<file path="config.mk">
export PLATFORM = sky130hd
export DESIGN_NAME = memwb_align_stage_flat
export DESIGN_NICKNAME = d
export VERILOG_FILES = /design/src/rtl/memwb_align_stage_if.sv /design/src/rtl/memwb_align_stage.sv /design/src/flat_wrapper.sv
export SDC_FILE = /design/constraint.sdc
export NUM_CORES = 1
export LEC_CHECK = 0
export ABC_AREA = 1
export BUFFER_PORTS_ARGS = -buffer_cell sky130_fd_sc_hd__buf_2
export CAP_MARGIN = 15
export CORE_ASPECT_RATIO = 1.75
export CORE_MARGIN = 2
export CORE_UTILIZATION = 45
export CTS_CLUSTER_SIZE = 16
export DETAILED_ROUTE_END_ITERATION = 6
export GPL_TIMING_DRIVEN = 1
export PLACE_DENSITY = 0.67
export RECOVER_POWER = 100
export SYNTH_ARGS = -nofsm -noshare
export SYNTH_HDL_FRONTEND = slang
export SYNTH_SLANG_ARGS = --single-unit
</file>
<file path="constraint.sdc">
create_clock -name clk -period 5.2 [get_ports clk]
set_input_delay 0.78 -clock clk [delete_from_list [all_inputs] [get_ports clk]]
set_output_delay 0.78 -clock clk [all_outputs]
set_load 0.05 [all_outputs]
</file>
<file path="src/rtl/memwb_align_stage_if.sv">
// MEM->WB handshake bundle: MEM-side request fields and WB-side head fields.
// Latency: none, this is wiring only.
// Backpressure: mem_ready / wb_ready carry the flow control in each direction.
interface memwb_align_stage_if #(
    parameter int XLEN = 32
);
    logic            mem_valid;
    logic            mem_ready;
    logic [XLEN-1:0] mem_addr;
    logic [XLEN-1:0] mem_rdata;
    logic [2:0]      mem_funct3;
    logic [4:0]      mem_rd_addr;
    logic            mem_is_load;
    logic            mem_regwrite;
    logic            mem_f_regwrite;

    logic            wb_valid;
    logic            wb_ready;
    logic [XLEN-1:0] wb_alu_data;
    logic [XLEN-1:0] wb_load_data;
    logic [4:0]      wb_rd_addr;
    logic            wb_is_load;
    logic            wb_regwrite;
    logic            wb_f_regwrite;
    logic            wb_misalign;

    // Stage side: consumes MEM entries, presents the WB head.
    modport slave (
        input  mem_valid, mem_addr, mem_rdata, mem_funct3, mem_rd_addr,
               mem_is_load, mem_regwrite, mem_f_regwrite, wb_ready,
        output mem_ready, wb_valid, wb_alu_data, wb_load_data, wb_rd_addr,
               wb_is_load, wb_regwrite, wb_f_regwrite, wb_misalign
    );

    // Environment side: produces MEM entries, consumes the WB head.
    modport master (
        output mem_valid, mem_addr, mem_rdata, mem_funct3, mem_rd_addr,
               mem_is_load, mem_regwrite, mem_f_regwrite, wb_ready,
        input  mem_ready, wb_valid, wb_alu_data, wb_load_data, wb_rd_addr,
               wb_is_load, wb_regwrite, wb_f_regwrite, wb_misalign
    );
endinterface

</file>
<file path="src/rtl/memwb_align_stage.sv">
// MEM->WB stage: load align/extend + misalign detect at accept, 2-entry skid buffer, saturating event counters.
// Latency: 1 cycle from accept to wb_valid when the head slot is free (or frees in the same cycle).
// Backpressure: mem_ready is low only when both entries are full; it depends on state alone, never on wb_ready.
module memwb_align_stage #(
    parameter int XLEN  = 32,
    parameter int CNT_W = 32
) (
    input  logic               clk,
    input  logic               reset,
    input  logic               flush,
    memwb_align_stage_if.slave mw,
    output logic [CNT_W-1:0]   load_cnt,
    output logic [CNT_W-1:0]   misalign_cnt
);
    localparam int OFFW = $clog2(XLEN / 8);

    typedef struct packed {
        logic [XLEN-1:0] alu;
        logic [XLEN-1:0] ld;
        logic [4:0]      rd;
        logic            is_load;
        logic            regwrite;
        logic            f_regwrite;
        logic            misalign;
    } entry_t;

    typedef enum logic [1:0] {S_EMPTY, S_ONE, S_TWO} state_t;

    state_t           r_state, w_state_nxt;
    entry_t           r_head, r_skid, w_new;
    logic             w_acc, w_pop, w_cnt_en;
    logic             w_head_ld_new, w_head_ld_skid, w_skid_ld;
    logic [2:0]       w_off;
    logic [5:0]       w_shamt;
    logic [7:0]       w_byte;
    logic [15:0]      w_half;
    logic [31:0]      w_word;
    logic [XLEN-1:0]  w_ld;
    logic             w_mis;
    logic [CNT_W-1:0] r_load_cnt, r_mis_cnt;

    // Lane select: shift the addressed byte down to bit 0, then take 8/16/32 bits.
    assign w_off   = 3'(mw.mem_addr[OFFW-1:0]);
    assign w_shamt = {w_off, 3'b000};
    assign w_byte  = 8'(mw.mem_rdata >> w_shamt);
    assign w_half  = 16'(mw.mem_rdata >> w_shamt);
    assign w_word  = 32'(mw.mem_rdata >> w_shamt);

    // Extend the selected lane by funct3 and flag misaligned accesses; non-loads give zero.
    always_comb begin
        w_ld  = '0;
        w_mis = 1'b0;
        if (mw.mem_is_load) begin
            case (mw.mem_funct3)
                3'd0: w_ld = XLEN'($signed(w_byte));
                3'd4: w_ld = XLEN'(w_byte);
                3'd1: begin
                    w_ld  = XLEN'($signed(w_half));
                    w_mis = w_off[0];
                end
                3'd5: begin
                    w_ld  = XLEN'(w_half);
                    w_mis = w_off[0];
                end
                3'd2: begin
                    w_ld  = XLEN'($signed(w_word));
                    w_mis = |w_off[1:0];
                end
                3'd6: begin
                    // LWU only exists on RV64; on RV32 it falls back to raw data.
                    if (XLEN == 64) begin
                        w_ld  = XLEN'(w_word);
                        w_mis = |w_off[1:0];
                    end else begin
                        w_ld = mw.mem_rdata;
                    end
                end
                3'd3: begin
                    // LD keeps the full word; the flag only exists on RV64.
                    w_ld  = mw.mem_rdata;
                    w_mis = (XLEN == 64) && (|w_off);
                end
                default: w_ld = mw.mem_rdata;
            endcase
        end
    end

    // Build the entry to store; write enables are qualified here so WB never sees a faulting write.
    always_comb begin
        w_new            = '0;
        w_new.alu        = mw.mem_addr;
        w_new.ld         = w_ld;
        w_new.rd         = mw.mem_rd_addr;
        w_new.is_load    = mw.mem_is_load;
        w_new.regwrite   = mw.mem_regwrite && (mw.mem_rd_addr != 5'd0) && !w_mis;
        w_new.f_regwrite = mw.mem_f_regwrite && !w_mis;
        w_new.misalign   = w_mis;
    end

    assign w_acc = mw.mem_valid && mw.mem_ready;
    assign w_pop = mw.wb_valid && mw.wb_ready;

    // Occupancy register.
    always_ff @(posedge clk or negedge reset) begin
        if (!reset) r_state <= S_EMPTY;
        else        r_state <= w_state_nxt;
    end

    // Next occupancy and slot write controls; flush squashes everything, including same-cycle accept/pop.
    always_comb begin
        w_state_nxt    = r_state;
        w_head_ld_new  = 1'b0;
        w_head_ld_skid = 1'b0;
        w_skid_ld      = 1'b0;
        case (r_state)
            S_EMPTY: begin
                if (w_acc) begin
                    w_state_nxt   = S_ONE;
                    w_head_ld_new = 1'b1;
                end
            end
            S_ONE: begin
                if (w_acc && w_pop) begin
                    w_head_ld_new = 1'b1;
                end else if (w_acc) begin
                    w_state_nxt = S_TWO;
                    w_skid_ld   = 1'b1;
                end else if (w_pop) begin
                    w_state_nxt = S_EMPTY;
                end
            end
            S_TWO: begin
                if (w_pop) begin
                    w_state_nxt    = S_ONE;
                    w_head_ld_skid = 1'b1;
                end
            end
            default: w_state_nxt = S_EMPTY;
        endcase
        if (flush) begin
            w_state_nxt    = S_EMPTY;
            w_head_ld_new  = 1'b0;
            w_head_ld_skid = 1'b0;
            w_skid_ld      = 1'b0;
        end
    end

    // Head and skid payload slots; stale contents after flush are masked by wb_valid.
    always_ff @(posedge clk or negedge reset) begin
        if (!reset) begin
            r_head <= '0;
            r_skid <= '0;
        end else begin
            if (w_head_ld_new)       r_head <= w_new;
            else if (w_head_ld_skid) r_head <= r_skid;
            if (w_skid_ld)           r_skid <= w_new;
        end
    end

    assign w_cnt_en = w_pop && !flush && r_head.is_load;

    // Saturating retire counters; a flushed head is not counted.
    always_ff @(posedge clk or negedge reset) begin
        if (!reset) begin
            r_load_cnt <= '0;
            r_mis_cnt  <= '0;
        end else if (w_cnt_en) begin
            if (r_load_cnt != '1)                  r_load_cnt <= r_load_cnt + CNT_W'(1);
            if (r_head.misalign && r_mis_cnt != '1) r_mis_cnt  <= r_mis_cnt + CNT_W'(1);
        end
    end

    assign mw.mem_ready     = (r_state != S_TWO);
    assign mw.wb_valid      = (r_state != S_EMPTY);
    assign mw.wb_alu_data   = r_head.alu;
    assign mw.wb_load_data  = r_head.ld;
    assign mw.wb_rd_addr    = r_head.rd;
    assign mw.wb_is_load    = r_head.is_load;
    assign mw.wb_regwrite   = r_head.regwrite;
    assign mw.wb_f_regwrite = r_head.f_regwrite;
    assign mw.wb_misalign   = r_head.misalign;
    assign load_cnt         = r_load_cnt;
    assign misalign_cnt     = r_mis_cnt;
endmodule

</file>
<file path="src/flat_wrapper.sv">
// flat-port wrapper written by rule: the top's interface ports become plain ports
module memwb_align_stage_flat 
#(
    parameter int XLEN  = 32,
    parameter int CNT_W = 32
)
  (clk, reset, flush, load_cnt, misalign_cnt, mw_mem_valid, mw_mem_addr, mw_mem_rdata, mw_mem_funct3, mw_mem_rd_addr, mw_mem_is_load, mw_mem_regwrite, mw_mem_f_regwrite, mw_wb_ready, mw_mem_ready, mw_wb_valid, mw_wb_alu_data, mw_wb_load_data, mw_wb_rd_addr, mw_wb_is_load, mw_wb_regwrite, mw_wb_f_regwrite, mw_wb_misalign);
  memwb_align_stage_if #(.XLEN(XLEN)) mw_i ();
  input  logic clk;
  input  logic reset;
  input  logic flush;
  output logic [CNT_W-1:0] load_cnt;
  output logic [CNT_W-1:0] misalign_cnt;
  input wire logic [$bits(mw_i.mem_valid)-1:0] mw_mem_valid;
  input wire logic [$bits(mw_i.mem_addr)-1:0] mw_mem_addr;
  input wire logic [$bits(mw_i.mem_rdata)-1:0] mw_mem_rdata;
  input wire logic [$bits(mw_i.mem_funct3)-1:0] mw_mem_funct3;
  input wire logic [$bits(mw_i.mem_rd_addr)-1:0] mw_mem_rd_addr;
  input wire logic [$bits(mw_i.mem_is_load)-1:0] mw_mem_is_load;
  input wire logic [$bits(mw_i.mem_regwrite)-1:0] mw_mem_regwrite;
  input wire logic [$bits(mw_i.mem_f_regwrite)-1:0] mw_mem_f_regwrite;
  input wire logic [$bits(mw_i.wb_ready)-1:0] mw_wb_ready;
  output wire logic [$bits(mw_i.mem_ready)-1:0] mw_mem_ready;
  output wire logic [$bits(mw_i.wb_valid)-1:0] mw_wb_valid;
  output wire logic [$bits(mw_i.wb_alu_data)-1:0] mw_wb_alu_data;
  output wire logic [$bits(mw_i.wb_load_data)-1:0] mw_wb_load_data;
  output wire logic [$bits(mw_i.wb_rd_addr)-1:0] mw_wb_rd_addr;
  output wire logic [$bits(mw_i.wb_is_load)-1:0] mw_wb_is_load;
  output wire logic [$bits(mw_i.wb_regwrite)-1:0] mw_wb_regwrite;
  output wire logic [$bits(mw_i.wb_f_regwrite)-1:0] mw_wb_f_regwrite;
  output wire logic [$bits(mw_i.wb_misalign)-1:0] mw_wb_misalign;
  assign mw_i.mem_valid = mw_mem_valid;
  assign mw_i.mem_addr = mw_mem_addr;
  assign mw_i.mem_rdata = mw_mem_rdata;
  assign mw_i.mem_funct3 = mw_mem_funct3;
  assign mw_i.mem_rd_addr = mw_mem_rd_addr;
  assign mw_i.mem_is_load = mw_mem_is_load;
  assign mw_i.mem_regwrite = mw_mem_regwrite;
  assign mw_i.mem_f_regwrite = mw_mem_f_regwrite;
  assign mw_i.wb_ready = mw_wb_ready;
  assign mw_mem_ready = mw_i.mem_ready;
  assign mw_wb_valid = mw_i.wb_valid;
  assign mw_wb_alu_data = mw_i.wb_alu_data;
  assign mw_wb_load_data = mw_i.wb_load_data;
  assign mw_wb_rd_addr = mw_i.wb_rd_addr;
  assign mw_wb_is_load = mw_i.wb_is_load;
  assign mw_wb_regwrite = mw_i.wb_regwrite;
  assign mw_wb_f_regwrite = mw_i.wb_f_regwrite;
  assign mw_wb_misalign = mw_i.wb_misalign;
  memwb_align_stage #(.XLEN(XLEN), .CNT_W(CNT_W)) u_core (.clk(clk), .reset(reset), .flush(flush), .mw(mw_i), .load_cnt(load_cnt), .misalign_cnt(misalign_cnt));
endmodule
</file>
# After elaboration in Yosys (flattened, before gate mapping)
# Cells that the tools add are included.
word_totals:
  ff_bits: 212
  latch_bits: 0
  mem_bits_rw: 0
  rom_bits: 0
  in_bits: 80
  output_inout_bits: 139
  word_cells: 77
  mem_count: 0
op_classes:
  add_sub_neg: 2
  n_mul: 0
  n_div: 0
  n_lt_le_gt_ge: 0
  eq_ne: 13
  shifts: 1
  muxes: 23
  n_bitwise: 0
  n_reduce_logical: 21
ops:
  columns: ["cell", "n"]
  rows:
  - ["one-hot mux 32 bit (5 select lines)", 1]
  - ["2-to-1 mux 73 bit", 2]
  - ["adder 32 x 1 -> 32 bit (second input constant)", 2]
  - ["!= test 32 bit (second input constant)", 2]
  - ["2-to-1 mux 32 bit", 1]
  - ["right shift 32 x 5 -> 32 bit", 1]
  - ["2-to-1 mux 2 bit", 6]
  - ["2-to-1 mux 1 bit", 10]
  - ["logical AND 1 bit", 9]
  - ["== test 3 bit (second input constant)", 2]
  - ["!= test 3 x 2 -> 1 bit (second input constant)", 2]
  - ["one-hot mux 2 bit (3 select lines)", 1]
  - ["nonzero test 5 bit", 1]
  - ["!= test 4 x 2 -> 1 bit (second input constant)", 1]
  - ["one-hot mux 1 bit (2 select lines)", 2]
  - ["AND reduction 2 bit", 2]
  - ["AND reduction 4 bit", 1]
  - ["nonzero test 2 bit", 2]
  - ["OR reduction 2 bit", 2]
  - ["== test 3 x 1 -> 1 bit (second input constant)", 1]
  - ["== test 3 x 2 -> 1 bit (second input constant)", 1]
  - ["zero test 3 bit", 1]
  - ["!= test 3 bit (second input constant)", 1]
  - ["== test 2 x 1 -> 1 bit (second input constant)", 1]
  - ["other kinds (4)", 5]

# Depth between registers and ports, before layout
# Gate-level depths: netlist of run 1.
depth:
  word_depth: 7
  depth_mapped: 12
  ltp_nobuf: 11

# Worst setup path after synthesis of run 1
# No wires, ideal clock.
synth_timing:
  kind: "flip-flop to flip-flop"
  startpoint: "register u_core.r_mis_cnt[0], in the netlist u_core.misalign_cnt[0]"
  endpoint: "register u_core.r_mis_cnt[10], in the netlist u_core.misalign_cnt[10]"
  setup_time_ps: 118
  t_arrival_ps: 1971
  required_ps: 5082
  slack_ps: 3111
  path_stages_with_launch: 12
  path_buffers: 1
  synth_period_minus_slack_ps: 2089
  path_cell_list: "dfrtp_1 ha_1 nand2_1 nor2_4 nand2_2 nor2_2 nand2_1 nand3_2 inv_2 buf_2 nand2_1 nand2_1"
synth_between:
  elab_chain_cells: 3
  word_cells_on_any_way: 4
  classes_between: "add/sub (1); eq/ne (1); reduce/logical (2)"
synth_rtl:
  columns: ["element", "line_no", "text"]
  rows:
  - ["start, declared", "memwb_align_stage.sv:40", "logic [CNT_W-1:0] r_load_cnt, r_mis_cnt;"]
  - ["start signal, assigned", "memwb_align_stage.sv:169", "if (r_head.misalign && r_mis_cnt != '1) r_mis_cnt <= r_mis_cnt + CNT_W'(1);"]
  - ["branches (longest 3 deep; another with adder 32 x 1 -> 32 bit)", null, null]
# Parallel ways; which one is timed is not known.
# A chain may end at the register's enable or synchronous reset.

# Final worst setup path of run 1
layout_timing:
  startpoint: "register u_core.r_state[0]"
  endpoint: "register u_core.r_head, in the netlist u_core.mw.wb_load_data[11]"
layout_between:
  elab_chain_cells: 7
  word_cells_on_any_way: 17
  classes_between: "eq/ne (3); mux (8); reduce/logical (6)"
layout_rtl:
  columns: ["element", "line_no", "text"]
  rows:
  - ["start, declared", "memwb_align_stage.sv:29", "state_t r_state, w_state_nxt;"]
  - ["start signal, assigned", "memwb_align_stage.sv:106", "else r_state <= w_state_nxt;"]
  - ["!= test 2 bit or nonzero test 2 bit (tied branches)", "memwb_align_stage.sv:173, memwb_align_stage.sv:174", null]
  - ["logical AND 1 bit, on equally long branches", "memwb_align_stage.sv:100, memwb_align_stage.sv:101", null]
  - ["logical AND 1 bit", "memwb_align_stage.sv:123", "if (w_acc && w_pop) begin"]
  - ["2-to-1 mux 1 bit", "memwb_align_stage.sv:123", null]
  - ["one-hot mux 1 bit (2 select lines)", "memwb_align_stage.sv:115", "case (r_state)"]
  - ["2-to-1 mux 1 bit", "memwb_align_stage.sv:140", "if (flush) begin"]
  - ["2-to-1 mux 73 bit or nonzero test 2 bit (tied branches)", null, null]
  - ["end signal, assigned", "memwb_align_stage.sv:154", "if (w_head_ld_new) r_head <= w_new;"]
  - ["end signal, assigned", "memwb_align_stage.sv:155", "else if (w_head_ld_skid) r_head <= r_skid;"]
  - ["end, declared", "memwb_align_stage.sv:30", "entry_t r_head, r_skid, w_new;"]
# Parallel ways exist; a longest one is shown, timed or not.

==> results.txt, run 1 <==
ANT nets after route: 0
Worst Hold Depth: 3
R2R cell count: 8
Synth async-reset ratio: 100%
initial antenna violation count: 0
1st-pass router iterations: 5
CTS Sinks: 212
ant diodes: 0
Synthesized Nets: 1687
failing checks: max-capacitance violations, max-slew violations
clk_skew: 23.6 ps
met3 WL: 1660 um
DR WL met2: 17900 um
reg-to-reg critical path startpoint: u_core.r_state[0]$_DFFE_PN0P_
FF+latch count, synth: 212
Placeable Area: 25200 um^2
fin. max-slew vios: 205
fin area: 13200 um^2
pin count of the biggest net entering global routing: 123
met1 WL: 13600 um
CP Class: flip-flop to flip-flop
first-pass GRT wire length: 54900 um
GRT Total Usage: 25.0%
post_cts resized: 0
fill count: 2628
Distinct cells, synth: 38
mapped cell area: 11500 um^2
Mapped Cells: 1605
Hold WC Path Type: primary input to flip-flop
Max Clock Freq: 275 MHz
critical path arrival: 4070 ps
WP data required: 5630 ps
critical path endpoint category: flip-flop
critical path startpoint: u_core.r_state[0]$_DFFE_PN0P_
period utilisation layout: 69.9%
Clock Path Buffers: 3
Setup violations, final: 0
EDFF count, synth: 0
Vias: 11026
Max Used Layer: met4
# port buffers: 218
hold path startpoint: mw_mem_addr[27]
detailed placement HPWL: 24200 um
vias per cell: 5.22
sequential share of the synthesized area: 46.0%
crit path max fanout: 61
gr ovfl total: 0
Least-Margin Pin Slew: 3190 ps
Main synth FF type: dfrtp_1
DR WL/cell: 16.4 um
Hold Vio Cnt, Final: 0
Pleak: 6.50 nW
die area: 27000 um^2
Clock Latency Late Sink: 520 ps
Die Wd: 125 um
DRC: 0
CTS buffer count: 22
Hold Slack: 472 ps
cts hold-fix bufs: 0
chip height: 216 um
status: finished, violations left
Tmin final: 3640 ps
Total Neg Setup Slack: 0 ps
Layout area overhead: 14.4%
total power divided by cell area: 444 nW/um^2
cell row count: 77
worst relative slew slack: -113%
vias in the first global route: 10641
syn avg cell area: 7.19 um^2
clock root buffer: clkbuf_16
fin nets: 1863
CP max stage cell: nor2_1
total of max-cap violations: 3
# IOs: 219
Worst path most repeated cell: inv_1
CP max stage delay: 1800 ps
crit path launch type: flip-flop
worst path cell trace: nand2_1 > nand3_1 > inv_1 > nor2_1 > buf_12 > a22o_1 > inv_1 > o21ai_0
initial drt markers: 712
setup bufs post-CTS: 0
routability cong.: 0.920
yosys warns: 0
Max VDD drop: 0.258 mV
H-tree depth: 1
RSZ-0062 raised after global routing: no
starting density of the core: 45.7%
share of layout cells above drive strength 1: 8.07%
Clock Pin Slew Worst Setup and Hold Paths: 70 ps
area post-placement: 12700 um^2
CTS tree: built
Routed Wire Length: 34500 um
per-layer routing:
layer,vias up,track usage (%)
li1,5428,-
met1,5193,29.9
met2,323,44.9
met4,0,10.6
met3,82,3.30
met5,-,0
power breakdown:
part | switching, mW | total, mW | leakage, nW | internal, mW
logic | 1.40 | 1.81 | 3.40 | 0.406
registers | 0.315 | 2.42 | 2.75 | 2.11
clock network | 0.672 | 1.62 | 0.348 | 0.953
total | 2.39 | 5.85 | 6.50 | 3.47
cell usage in the layout (no fill, tap or decap), types with 7 or more instances in the layout:
cell type,synthesis,layout
o21ai_0,82,103
o21ai_2,9,7
a22oi_1,38,38
a21oi_1,26,26
clkbuf_1,25,145
nand2_1,731,739
nor3_1,26,27
o21bai_1,22,22
inv_2,16,12
nand4_1,9,9
nor2_1,135,137
nand3_1,50,55
clkbuf_16,0,23
dfrtp_1,212,212
o21ai_1,30,11
buf_2,28,77
nand3b_1,11,11
xnor2_1,8,8
xor2_1,19,19
inv_1,75,79
path summary, 6_finish.rpt:
check	endpoint	slack [ps]
min in group asynchronous	u_core.misalign_cnt[7]$_DFFE_PN0P_	1260
hold / removal	u_core.r_skid[68]$_DFFE_PN0P_	470
hold reg to reg	u_core.mw.wb_load_data[24]$_DFFE_PN0P_	480
max in group asynchronous	u_core.r_skid[26]$_DFFE_PN0P_	2030
setup / recovery	u_core.mw.wb_load_data[11]$_DFFE_PN0P_	1560
setup reg to reg	u_core.mw.wb_load_data[11]$_DFFE_PN0P_	1560
final cells by class:
type / instances / area, um^2 / share of cell area (%)
multi-input combinational: 1230 / 5430 / 41.2
inverter: 92 / 348 / 2.64
tap: 316 / 395 / 3.00
timing repair buffer: 223 / 978 / 7.42
clock inverter: 8 / 100 / 0.759
sequential: 212 / 5310 / 40.2
clock buffer: 31 / 636 / 4.82
synthesized netlist by cell type (2+ instances only):
cell	instances	area [um^2]
o21ai_2	9	78.8
nor2_1	135	507
nor2_2	3	18.8
inv_1	75	282
o211ai_1	2	15.0
nand3_2	6	60.1
nand3_1	50	250
o21bai_1	22	165
nand2_1	731	2740
xnor2_1	8	70.1
nand2_2	10	62.6
buf_2	28	140
nand3b_1	11	82.6
buf_1	6	22.5
ha_1	2	25.0
dfrtp_1	212	5310
nand4_1	9	56.3
buf_4	4	30.0
nor3_1	26	130
o21ai_0	82	410
inv_2	16	60.1
a22oi_1	38	285
clkbuf_1	25	93.8
a21oi_1	26	130
xor2_1	19	166
nor2_4	2	22.5
buf_6	8	90.1
o21ai_1	30	150
sequential cells by signal, summed over array words and instances, names as in the netlist:
name,flops
u_core.mw.wb_regwrite,1
u_core.r_state,2
u_core.mw.wb_is_load,1
u_core.mw.wb_rd_addr,5
u_core.mw.wb_f_regwrite,1
u_core.load_cnt,32
u_core.misalign_cnt,32
u_core.mw.wb_alu_data,32
u_core.mw.wb_misalign,1
u_core.r_skid,73
u_core.mw.wb_load_data,32
stage by stage:
stage | setup slack (ps) | power, mW | std cells | utilization (%)
after global routing | 1030 | 6.17 | 2112 | 52.3
after detailed placement | 1930 | 4.34 | 2073 | 50.5
after CTS | 2290 | 6.00 | 2112 | 53.4
after floorplan | 3110 | 3.80 | 1605 | -
after global placement | 1960 | 4.31 | 2073 | 50.5
final | 1560 | 5.85 | 2112 | 52.3
worst max-delay path, delay by kind of cell (launching register included):
| family | cells | cell delay, ps |
|---|---|---|
| simple gates | 3 | 2350 |
| flops | 1 | 410 |
| compound gates | 2 | 250 |
| buf+inv | 3 | 520 |
logic make-up (layout without fill, tap and decap cells):
kind of cell / after synthesis / after routing / synth area share [%]
flip-flops: 212 / 212 / 46.0
adder cells (fa/ha/maj): 2 / 2 / 0.217
AND/OR/NAND/NOR: 989 / 989 / 34.6
AO/OA/AOI/OAI: 212 / 212 / 10.9
buffers and inverters: 163 / 354 / 6.28
XOR/XNOR: 27 / 27 / 2.05
Power figures use the tool's default switching activity.
==> run 2, diff against run 1 <==
==> constraint.sdc (replaced) <==
create_clock -name clk -period 3.7 [get_ports clk]
set_input_delay 0.555 -clock clk [delete_from_list [all_inputs] [get_ports clk]]
set_output_delay 0.555 -clock clk [all_outputs]
set_load 0.05 [all_outputs]
==> run 2 against run 1 <==
  * The run still ends with max-capacitance violations, max-slew violations left
  * Global-route usage fell by 0.16 points
  * Worst hold slack worse by 220 ps
  * Clock power is 35% higher
  * Non-clock buffer count up 10
  * Sequential power increased by 40%
  * Critical path depth up 3
  * Cell count up 0.28%
  * Utilization up 0.19 points
  * Register-to-register slack got worse by 710 ps
  * First-iteration DRC count down 7.3%
  * Critical path type is now primary input to flip-flop
  * Largest cell class unchanged
  * Highest routed layer unchanged
==> results.txt, run 2 (synthesis results as in run 1) <==
status: finished, violations left (unchanged)
failing checks: max-capacitance violations, max-slew violations (unchanged)
WP data required: 4110 ps (was 5630 ps)
Placed Cells: 2083 (was 2073)
fin nets: 1873 (was 1863)
detailed placement HPWL: 24600 um (was 24200 um)
Setup violations, final: 0 (unchanged)
# IOs: 219 (unchanged)
vias per cell: 5.20 (was 5.22)
Die Wd: 125 um (unchanged)
Vias: 11008 (was 11026)
Hold WC Path Type: primary input to flip-flop (unchanged)
ANT nets after route: 0 (unchanged)
Routed Wire Length: 34200 um (was 34500 um)
Pleak: 6.54 nW (was 6.50 nW)
H-tree depth: 1 (unchanged)
fin. max-slew vios: 95 (was 205)
total of max-cap violations: 1 (was 3)
Max Clock Freq: 340 MHz
GRT Total Usage: 24.9% (was 25.0%)
CTS buffer count: 22 (unchanged)
setup slack after placement: 971 ps (was 1930 ps)
share of layout cells above drive strength 1: 8.60% (was 8.07%)
initial antenna violation count: 0 (unchanged)
Hold Vio Cnt, Final: 0 (unchanged)
# port buffers: 218 (unchanged)
post-layout util: 52.5% (was 52.3%)
critical path arrival: 3350 ps (was 4070 ps)
Top reg by flops: u_core.r_skid (unchanged)
non-filler cells, final: 2118 (was 2112)
Clock Path Buffers: 3 (unchanged)
Placeable Area: 25200 um^2 (unchanged)
RSZ-0062 raised after global routing: no (unchanged)
pin count of the biggest net entering global routing: 97 (was 123)
Worst Hold Depth: 3 (unchanged)
CP Class: primary input to flip-flop (was flip-flop to flip-flop)
R2R cell count: 10 (was 8)
area post-placement: 12800 um^2 (was 12700 um^2)
clk_skew: 5.29 ps (was 23.6 ps)
DR WL/cell: 16.2 um (was 16.4 um)
Layout area overhead: 14.8% (was 14.4%)
post_cts resized: 0 (unchanged)
total power divided by cell area: 615 nW/um^2 (was 444 nW/um^2)
most frequent cells in the layout: nand2_1 (738), dfrtp_1 (212), clkbuf_1 (146), nor2_1 (136), o21ai_0 (102) (was nand2_1 (739), dfrtp_1 (212), clkbuf_1 (145), nor2_1 (137), o21ai_0 (103))
crit path launch type: primary input (was flip-flop)
CTS Sinks: 212 (unchanged)
vias in the first global route: 10633 (was 10641)
R2R Setup Slk: 850 ps (was 1560 ps)
period utilisation layout: 79.5%
1st-pass router iterations: 5 (unchanged)
Total Neg Setup Slack: 0 ps (unchanged)
Worst Hold End: u_core.r_skid[71]$_DFFE_PN0P_ (was u_core.r_skid[68]$_DFFE_PN0P_)
clock root buffer: clkbuf_16 (unchanged)
worst relative slew slack: -70.1% (was -113%)
chip height: 216 um (unchanged)
final worst slack: 757 ps (was 1560 ps)
Worst R2R End: u_core.load_cnt[23]$_DFFE_PN0P_ (was u_core.mw.wb_load_data[11]$_DFFE_PN0P_)
starting density of the core: 45.7% (unchanged)
Tmin final: 2940 ps
Hold Slack: 248 ps (was 472 ps)
setup bufs post-CTS: 0 (unchanged)
crit path max fanout: 29 (was 61)
Least-Margin Pin Slew: 2550 ps (was 3190 ps)
critical path endpoint category: flip-flop (unchanged)
Max VDD drop: 0.351 mV (was 0.258 mV)
initial drt markers: 660 (was 712)
CTS tree: built (unchanged)
routability cong.: 0.966 (was 0.920)
reg-to-reg critical path startpoint: u_core.load_cnt[0]$_DFFE_PN0P_ (was u_core.r_state[0]$_DFFE_PN0P_)
fin area: 13200 um^2 (about the same)
ant diodes: 0 (unchanged)
Clock Latency Late Sink: 520 ps (about the same)
Clock Pin Slew Worst Setup and Hold Paths: 60 ps (was 70 ps)
die area: 27000 um^2 (unchanged)
commonest non-fill, non-tap cell in the layout: nand2_1 (unchanged)
number of flip-flops in the largest register: 73 (unchanged)
Final Power: 8.14 mW (was 5.85 mW)
DRC: 0 (unchanged)
cts hold-fix bufs: 0 (unchanged)
cell row count: 77 (unchanged)
first-pass GRT wire length: 54700 um (was 54900 um)
gr ovfl total: 0 (unchanged)
hold path startpoint: mw_mem_addr[30] (was mw_mem_addr[27])
==> run 2: cell count changes in the layout (fill, tap and decap cells not counted), sizes merged <==
cell	previous run	this run
buf	82	89
inv	92	93
clkinvlp	4	0
clkbuf	172	176
bufinv	2	1
clkinv	2	1
==> run 2: layout make-up <==
| type | instances | area (um^2) |
|---|---|---|
| clock buffers | 32 | 639 |
| multi-input cells | 1230 | 5450 |
| flip-flops and latches | 212 | 5310 |
| clock inverters | 3 | 43.8 |
| repair buffers | 233 | 1060 |
| fillers | 2664 | 12000 |
| inverters | 92 | 348 |
| well taps | 316 | 395 |
==> run 2: layer usage <==
metal	vias up	share of wire, %	GRT usage (%)
met2	312	52	45.5
li1	5452	-	-
met3	68	5.0	3.59
met5	-	0	0
met1	5176	39	28.8
met4	0	3.7	10.4
==> run 2: where the power goes <==
group | total [mW] | internal [mW] | switching (mW)
registers | 3.39 | 2.96 | 0.428
clock network | 2.18 | 1.26 | 0.924
logic | 2.56 | 0.578 | 1.99
total | 8.14 | 4.80 | 3.34
==> run 2: critical path, cell delays in order <==
cell and delay, ps:
clkbuf_1 840, inv_2 180, clkbuf_2 430, nand2_1 170
nand3_1 90, nand3_1 550, nand2_1 120, o21bai_1 210
nand2_1 70, nand2_1 70, nand2_1 40
==> run 2: worst max path at each step <==
stage                                       start                                     end  slack (ps)  cells past startpoint
6_report                           mw_mem_addr[0]  u_core.mw.wb_load_data[16]$_DFFE_PN0P_         760                     11
5_1_grt            u_core.load_cnt[0]$_DFFE_PN0P_         u_core.load_cnt[22]$_DFFE_PN0P_         550                     10
4_1_cts             u_core.r_state[0]$_DFFE_PN0P_            u_core.r_skid[1]$_DFFE_PN0P_        1210                      7
3_5_place_dp                       mw_mem_addr[0]  u_core.mw.wb_load_data[16]$_DFFE_PN0P_         970                     11
3_3_place_gp                       mw_mem_addr[0]  u_core.mw.wb_load_data[19]$_DFFE_PN0P_        1030                     11
2_1_floorplan  u_core.misalign_cnt[0]$_DFFE_PN0P_     u_core.misalign_cnt[10]$_DFFE_PN0P_        1610                     11
